**src/rtl/alu_share_arbiter_if.sv**
```systemverilog
// Request and response channels between the two ALU requesters/consumer and the
// shared-ALU arbiter.
interface alu_share_arbiter_if #(
    parameter int unsigned DATA_WIDTH = 32
) ();
    logic                  r0_valid;
    logic                  r0_ready;
    logic [DATA_WIDTH-1:0] r0_src1;
    logic [DATA_WIDTH-1:0] r0_src2;
    logic [3:0]            r0_op;
    logic                  r1_valid;
    logic                  r1_ready;
    logic [DATA_WIDTH-1:0] r1_src1;
    logic [DATA_WIDTH-1:0] r1_src2;
    logic [3:0]            r1_op;
    logic                  rsp_valid;
    logic                  rsp_ready;
    logic                  rsp_id;
    logic [DATA_WIDTH-1:0] rsp_result;
    logic                  rsp_zero;

    modport master (
        output r0_valid, r0_src1, r0_src2, r0_op,
        output r1_valid, r1_src1, r1_src2, r1_op,
        output rsp_ready,
        input  r0_ready, r1_ready,
        input  rsp_valid, rsp_id, rsp_result, rsp_zero
    );

    modport slave (
        input  r0_valid, r0_src1, r0_src2, r0_op,
        input  r1_valid, r1_src1, r1_src2, r1_op,
        input  rsp_ready,
        output r0_ready, r1_ready,
        output rsp_valid, rsp_id, rsp_result, rsp_zero
    );
endinterface

```
**src/rtl/alu_share_arbiter.sv**
```systemverilog
// Round-robin arbiter sharing one combinational ALU between two requesters, with a
// registered issue stage and a backpressured, id-tagged response register.
module alu_share_arbiter #(
    parameter int unsigned DATA_WIDTH = 32,
    parameter int unsigned SLOW_LAT   = 1
) (
    input  logic                  clk,
    input  logic                  rst_n,
    input  logic                  flush,
    alu_share_arbiter_if.slave    bus,
    output logic [DATA_WIDTH-1:0] alu_src1,
    output logic [DATA_WIDTH-1:0] alu_src2,
    output logic [3:0]            alu_op,
    input  logic [DATA_WIDTH-1:0] alu_result,
    input  logic                  alu_zero,
    output logic                  busy
);
    typedef enum logic [0:0] {StIdle, StExec} state_e;

    localparam logic [2:0] SlowCnt = 3'(SLOW_LAT);

    state_e                state_q, state_d;
    logic [2:0]            cnt_q, cnt_d;
    logic                  iss_id_q, iss_id_d;
    logic [DATA_WIDTH-1:0] src1_q, src1_d;
    logic [DATA_WIDTH-1:0] src2_q, src2_d;
    logic [3:0]            op_q, op_d;
    logic                  last_grant_q, last_grant_d;
    logic                  rsp_valid_q, rsp_valid_d;
    logic                  rsp_id_q, rsp_id_d;
    logic [DATA_WIDTH-1:0] rsp_result_q, rsp_result_d;
    logic                  rsp_zero_q, rsp_zero_d;

    logic                  iss_v;
    logic                  retire;
    logic                  can_accept;
    logic                  grant0;
    logic                  grant1;
    logic                  accept;
    logic                  sel;
    logic [3:0]            sel_op;
    logic [DATA_WIDTH-1:0] sel_src1;
    logic [DATA_WIDTH-1:0] sel_src2;

    // Shift and compare ops hold the issue stage for SLOW_LAT extra cycles.
    function automatic logic is_slow(input logic [3:0] op);
        return (op >= 4'd5) && (op <= 4'd9);
    endfunction

    assign iss_v      = (state_q == StExec);
    assign retire     = iss_v && (cnt_q == 3'd0) && (!rsp_valid_q || bus.rsp_ready);
    assign can_accept = rst_n && !flush && (!iss_v || retire);

    // With both requesting, the one not granted last time wins.
    assign grant0 = bus.r0_valid && (!bus.r1_valid || last_grant_q);
    assign grant1 = bus.r1_valid && (!bus.r0_valid || !last_grant_q);

    assign bus.r0_ready = grant0 && can_accept;
    assign bus.r1_ready = grant1 && can_accept;
    assign accept       = bus.r0_ready || bus.r1_ready;
    assign sel          = bus.r1_ready;
    assign sel_op       = sel ? bus.r1_op   : bus.r0_op;
    assign sel_src1     = sel ? bus.r1_src1 : bus.r0_src1;
    assign sel_src2     = sel ? bus.r1_src2 : bus.r0_src2;

    always_comb begin
        state_d      = state_q;
        cnt_d        = cnt_q;
        iss_id_d     = iss_id_q;
        src1_d       = src1_q;
        src2_d       = src2_q;
        op_d         = op_q;
        last_grant_d = last_grant_q;
        rsp_valid_d  = rsp_valid_q;
        rsp_id_d     = rsp_id_q;
        rsp_result_d = rsp_result_q;
        rsp_zero_d   = rsp_zero_q;

        unique case (state_q)
            StIdle: begin
                if (accept) state_d = StExec;
            end
            StExec: begin
                if (retire && !accept) state_d = StIdle;
                else if (cnt_q != 3'd0) cnt_d = cnt_q - 3'd1;
            end
            default: state_d = StIdle;
        endcase

        if (accept) begin
            iss_id_d     = sel;
            src1_d       = sel_src1;
            src2_d       = sel_src2;
            op_d         = sel_op;
            cnt_d        = is_slow(sel_op) ? SlowCnt : 3'd0;
            last_grant_d = sel;
        end

        if (flush) begin
            state_d     = StIdle;
            cnt_d       = 3'd0;
            rsp_valid_d = 1'b0;
        end else if (retire) begin
            rsp_valid_d  = 1'b1;
            rsp_id_d     = iss_id_q;
            rsp_result_d = alu_result;
            rsp_zero_d   = alu_zero;
        end else if (bus.rsp_ready) begin
            rsp_valid_d = 1'b0;
        end
    end

    always_ff @(posedge clk) begin
        if (!rst_n) begin
            state_q      <= StIdle;
            cnt_q        <= 3'd0;
            iss_id_q     <= 1'b0;
            src1_q       <= '0;
            src2_q       <= '0;
            op_q         <= 4'd0;
            last_grant_q <= 1'b1;
            rsp_valid_q  <= 1'b0;
            rsp_id_q     <= 1'b0;
            rsp_result_q <= '0;
            rsp_zero_q   <= 1'b0;
        end else begin
            state_q      <= state_d;
            cnt_q        <= cnt_d;
            iss_id_q     <= iss_id_d;
            src1_q       <= src1_d;
            src2_q       <= src2_d;
            op_q         <= op_d;
            last_grant_q <= last_grant_d;
            rsp_valid_q  <= rsp_valid_d;
            rsp_id_q     <= rsp_id_d;
            rsp_result_q <= rsp_result_d;
            rsp_zero_q   <= rsp_zero_d;
        end
    end

    assign alu_src1       = src1_q;
    assign alu_src2       = src2_q;
    assign alu_op         = op_q;
    assign bus.rsp_valid  = rsp_valid_q;
    assign bus.rsp_id     = rsp_id_q;
    assign bus.rsp_result = rsp_result_q;
    assign bus.rsp_zero   = rsp_zero_q;
    assign busy           = iss_v || rsp_valid_q;
endmodule

```
**src/flat_wrapper.sv**
```systemverilog
// flat-port wrapper written by rule: the top's interface ports become plain ports
module alu_share_arbiter_flat 
#(
    parameter int unsigned DATA_WIDTH = 32,
    parameter int unsigned SLOW_LAT   = 1
)
  (clk, rst_n, flush, alu_src1, alu_src2, alu_op, alu_result, alu_zero, busy, bus_r0_valid, bus_r0_src1, bus_r0_src2, bus_r0_op, bus_r1_valid, bus_r1_src1, bus_r1_src2, bus_r1_op, bus_rsp_ready, bus_r0_ready, bus_r1_ready, bus_rsp_valid, bus_rsp_id, bus_rsp_result, bus_rsp_zero);
  alu_share_arbiter_if #(.DATA_WIDTH(DATA_WIDTH)) bus_i ();
  input  logic clk;
  input  logic rst_n;
  input  logic flush;
  output logic [DATA_WIDTH-1:0] alu_src1;
  output logic [DATA_WIDTH-1:0] alu_src2;
  output logic [3:0] alu_op;
  input  logic [DATA_WIDTH-1:0] alu_result;
  input  logic alu_zero;
  output logic busy;
  input wire logic [$bits(bus_i.r0_valid)-1:0] bus_r0_valid;
  input wire logic [$bits(bus_i.r0_src1)-1:0] bus_r0_src1;
  input wire logic [$bits(bus_i.r0_src2)-1:0] bus_r0_src2;
  input wire logic [$bits(bus_i.r0_op)-1:0] bus_r0_op;
  input wire logic [$bits(bus_i.r1_valid)-1:0] bus_r1_valid;
  input wire logic [$bits(bus_i.r1_src1)-1:0] bus_r1_src1;
  input wire logic [$bits(bus_i.r1_src2)-1:0] bus_r1_src2;
  input wire logic [$bits(bus_i.r1_op)-1:0] bus_r1_op;
  input wire logic [$bits(bus_i.rsp_ready)-1:0] bus_rsp_ready;
  output wire logic [$bits(bus_i.r0_ready)-1:0] bus_r0_ready;
  output wire logic [$bits(bus_i.r1_ready)-1:0] bus_r1_ready;
  output wire logic [$bits(bus_i.rsp_valid)-1:0] bus_rsp_valid;
  output wire logic [$bits(bus_i.rsp_id)-1:0] bus_rsp_id;
  output wire logic [$bits(bus_i.rsp_result)-1:0] bus_rsp_result;
  output wire logic [$bits(bus_i.rsp_zero)-1:0] bus_rsp_zero;
  assign bus_i.r0_valid = bus_r0_valid;
  assign bus_i.r0_src1 = bus_r0_src1;
  assign bus_i.r0_src2 = bus_r0_src2;
  assign bus_i.r0_op = bus_r0_op;
  assign bus_i.r1_valid = bus_r1_valid;
  assign bus_i.r1_src1 = bus_r1_src1;
  assign bus_i.r1_src2 = bus_r1_src2;
  assign bus_i.r1_op = bus_r1_op;
  assign bus_i.rsp_ready = bus_rsp_ready;
  assign bus_r0_ready = bus_i.r0_ready;
  assign bus_r1_ready = bus_i.r1_ready;
  assign bus_rsp_valid = bus_i.rsp_valid;
  assign bus_rsp_id = bus_i.rsp_id;
  assign bus_rsp_result = bus_i.rsp_result;
  assign bus_rsp_zero = bus_i.rsp_zero;
  alu_share_arbiter #(.DATA_WIDTH(DATA_WIDTH), .SLOW_LAT(SLOW_LAT)) u_core (.clk(clk), .rst_n(rst_n), .flush(flush), .bus(bus_i), .alu_src1(alu_src1), .alu_src2(alu_src2), .alu_op(alu_op), .alu_result(alu_result), .alu_zero(alu_zero), .busy(busy));
endmodule
```
**config.mk**
```make
export PLATFORM = sky130hd
export DESIGN_NAME = alu_share_arbiter_flat
export DESIGN_NICKNAME = d
export VERILOG_FILES = /design/src/rtl/alu_share_arbiter_if.sv /design/src/rtl/alu_share_arbiter.sv /design/src/flat_wrapper.sv
export SDC_FILE = /design/constraint.sdc
export NUM_CORES = 1
export LEC_CHECK = 0
export BUFFER_PORTS_ARGS = -buffer_cell sky130_fd_sc_hd__buf_2
export CAP_MARGIN = 20
export CORE_AREA = 2 2 110 112
export CTS_BUF_LIST = sky130_fd_sc_hd__clkbuf_16
export DETAILED_ROUTE_END_ITERATION = 6
export DIE_AREA = 0 0 112 114
export PLACE_DENSITY = 0.84
export SETUP_SLACK_MARGIN = 0.1
export SLEW_MARGIN = 15
export SYNTH_ARGS = -nofsm -noshare
export SYNTH_HDL_FRONTEND = slang
export SYNTH_SLANG_ARGS = --single-unit
```
**constraint.sdc**
```tcl
create_clock -name clk -period 2.95 [get_ports clk]
set_input_delay 0.4425 -clock clk [delete_from_list [all_inputs] [get_ports clk]]
set_output_delay 0.4425 -clock clk [all_outputs]
set_load 0.02 [all_outputs]
```
==> metrics.csv <==
metric;value;unit
status;complete, no violations;
vias;4513;
fp.dieH;114;um
place_ws;0.720;ns
setup_tns;0;ns
wl_per_cell;13.9;um
period_share;82.6;%
syn-cell-area;0.00456;mm^2
groute.usage.overall;19.1;%
design.die.area;0.0128;mm^2
grt_overflow;0;
cts_buffers;9;
clkSlewWorstSetupHoldPaths;0.07;ns
rsz0062_at_grt;false;
yosysSeqAreaShare;47.9;%
drt-initial-drc-count;302;
fmax;410;MHz
area_delta_synth_final;39.7;%
p_per_area;533;mW/mm^2
drive_gt1_share;40.1;%
cts_sinks;109;
fill_cells;1129;
clock_path_buffers;2;
seqCellArea;0.00218;mm^2
worstSetupEndpointType;primary output;
crit_type;reg -> out;
setup.worst_path.start;u_core.cnt_q[0];
cp.arrival;2.00;ns
syn_nets;684;
coreArea;0.0117;mm^2
grt_pass1_wl;19800;um
port_buffers;280;
synth_ff_type;dfxtp_1;
num_rows;40;
min_from;alu_result[19];
place_inst;900;
vdd_drop_max;0.000398;V
nNetsFinal;941;
drv_slew;0;
synth_warnings;0;
holdBufCountCts;0;
required;2.51;ns
start_util;38.9;%
relSlewSlack;38.7;%
postCtsSetupRepairBufs;0;
drcViolationCount;0;
tightest_slew;0.919;ns
ys_seq_elements;109;
cts_max_level;3;
period_needed;2.44;ns
synth_enable_flop_cells;0;
power.leakage;0.00341;uW
drtPass1Iterations;4;
ctsRootBufferMaster;clkbuf_16;
clock_latency;0.34;ns
syn_inst;507;
num_io_pins;281;
worstPathMaxFanout;9;
fin_cells;917;
skew;0.00617;ns
min_path_type;in -> reg;
setup_ws;0.512;ns
dp_hpwl;9100;um
cts_tree;done;
gp_congestion;0.747;
ys_types;35;
async_flop_share;0;%
grt_max_degree;106;
syn_area_per_cell;8.99;um^2
antenna_found_initial;1;
finalSetupViolations;0;
postRouteAntennaNets;0;
grt_pass1_vias;4027;
viasPerCell;4.92;
drv_cap;0;
die_x;112;um
multi_input_area;0.00218;mm^2
cts_resized;0;
startpoint_type;register;
wl;12700;um
r2r_start;u_core.cnt_q[0];
finalHoldViolations;0;
-- per-stage QoR --
step | cell area (um^2) | power (uW) | hold WS (ns) | utilization, %
finish | 6370 | 3390 | 0.342 | 54.4
global route | 6360 | 3550 | 0.331 | 54.3
CTS | 6360 | 3430 | 0.322 | 54.3
detailed placement | 6050 | 2140 | 0.457 | 51.6
global placement | 6050 | 2130 | 0.449 | 51.6
floorplan | 4560 | 1910 | 0.437 | -
-- metal layers --
| metal | share of wire [%] | global-route usage, % | vias to the layer above |
|---|---|---|---|
| li1 | - | - | 2305 |
| met1 | 44 | 24.1 | 2015 |
| met2 | 47 | 31.1 | 178 |
| met3 | 7.2 | 5.37 | 15 |
| met4 | 1.6 | 7.40 | 0 |
| met5 | 0 | 0 | - |
-- Yosys cell counts, types with 2 or more instances --
cell type / instances / area (um^2)
a2111oi_0: 2 / 17.5
a21boi_0: 36 / 270
a21oi_1: 68 / 340
buf_2: 9 / 45.0
buf_6: 2 / 22.5
clkbuf_1: 31 / 116
dfxtp_1: 109 / 2180
ha_1: 2 / 25.0
inv_1: 7 / 26.3
mux2i_1: 66 / 661
nand2_1: 73 / 274
nand2b_1: 2 / 12.5
nor2_1: 4 / 15.0
nor2b_1: 4 / 25.0
nor3_1: 3 / 15.0
o2111ai_1: 2 / 17.5
o21ai_0: 68 / 340
or3_1: 2 / 12.5
-- worst max-delay path, cell delays in order (launching register included) --
cell	delay (ns)
dfxtp_1	0.33
inv_1	0.07
ha_1	0.14
ha_1	0.18
nor2b_1	0.08
buf_4	0.17
or3_1	0.41
nor2_1	0.11
buf_2	0.17
-- path summary, 6_finish.rpt --
check,to,slack [ns],cells past startpoint
min,u_core.bus.rsp_result[19],0.34,3
max reg2reg,u_core.alu_src2[5],0.69,9
max,bus_r0_ready,0.51,8
min reg2reg,u_core.bus.rsp_result[29],0.46,2
-- where the power goes --
group,internal (uW),total (uW),leakage (uW),switching (uW)
logic,226,525,0.00237,300
registers,1550,1590,0.000892,36.6
clock network,740,1280,0.000150,541
total,2510,3390,0.00341,877
-- cell families (layout without fill, tap and decap cells) --
logic type | after synthesis | count (layout) | share of synthesized area, %
buffers and inverters | 49 | 311 | 4.61
adders and majority gates | 2 | 2 | 0.549
other | 0 | 1 | 0
muxes | 66 | 66 | 14.5
and+or+nand+nor | 96 | 96 | 9.15
DFF | 109 | 109 | 47.9
AOI/OAI and AO/OA | 185 | 185 | 23.3
-- layout make-up --
type | instances | area share (%)
sequential | 109 | 34.3
tap | 147 | 2.89
timing repair buffer | 288 | 23.2
antenna | 1 | 0.0393
clock inverter | 7 | 1.43
multi-input combinational | 349 | 34.3
clock buffer | 9 | 3.54
inverter | 7 | 0.413
-- placed cells by master (no fill, tap or decap), types with 2 or more instances in the layout --
cell type	count
clkbuf_16	9
a21boi_0	36
o2111ai_1	2
buf_2	280
a2111oi_0	2
a21oi_1	68
nor2b_1	4
nor2_1	4
ha_1	2
mux2i_1	66
inv_1	8
nand2_1	73
buf_4	7
dfxtp_1	109
o21ai_0	68
or3_1	2
nand2b_1	2
bufinv_16	2
nor3_1	2
clkinvlp_4	2
-- sequential cells by signal, indices dropped and copies added, names as in the netlist --
register and cells:
u_core.cnt_q 3, u_core.last_grant_q 1, u_core.bus.rsp_id 1, u_core.alu_src2 32, u_core.iss_v 1, u_core.iss_id_q 1, u_core.bus.rsp_zero 1, u_core.alu_op 4
u_core.bus.rsp_valid 1, u_core.bus.rsp_result 32, u_core.alu_src1 32
Power figures use the tool's default switching activity.
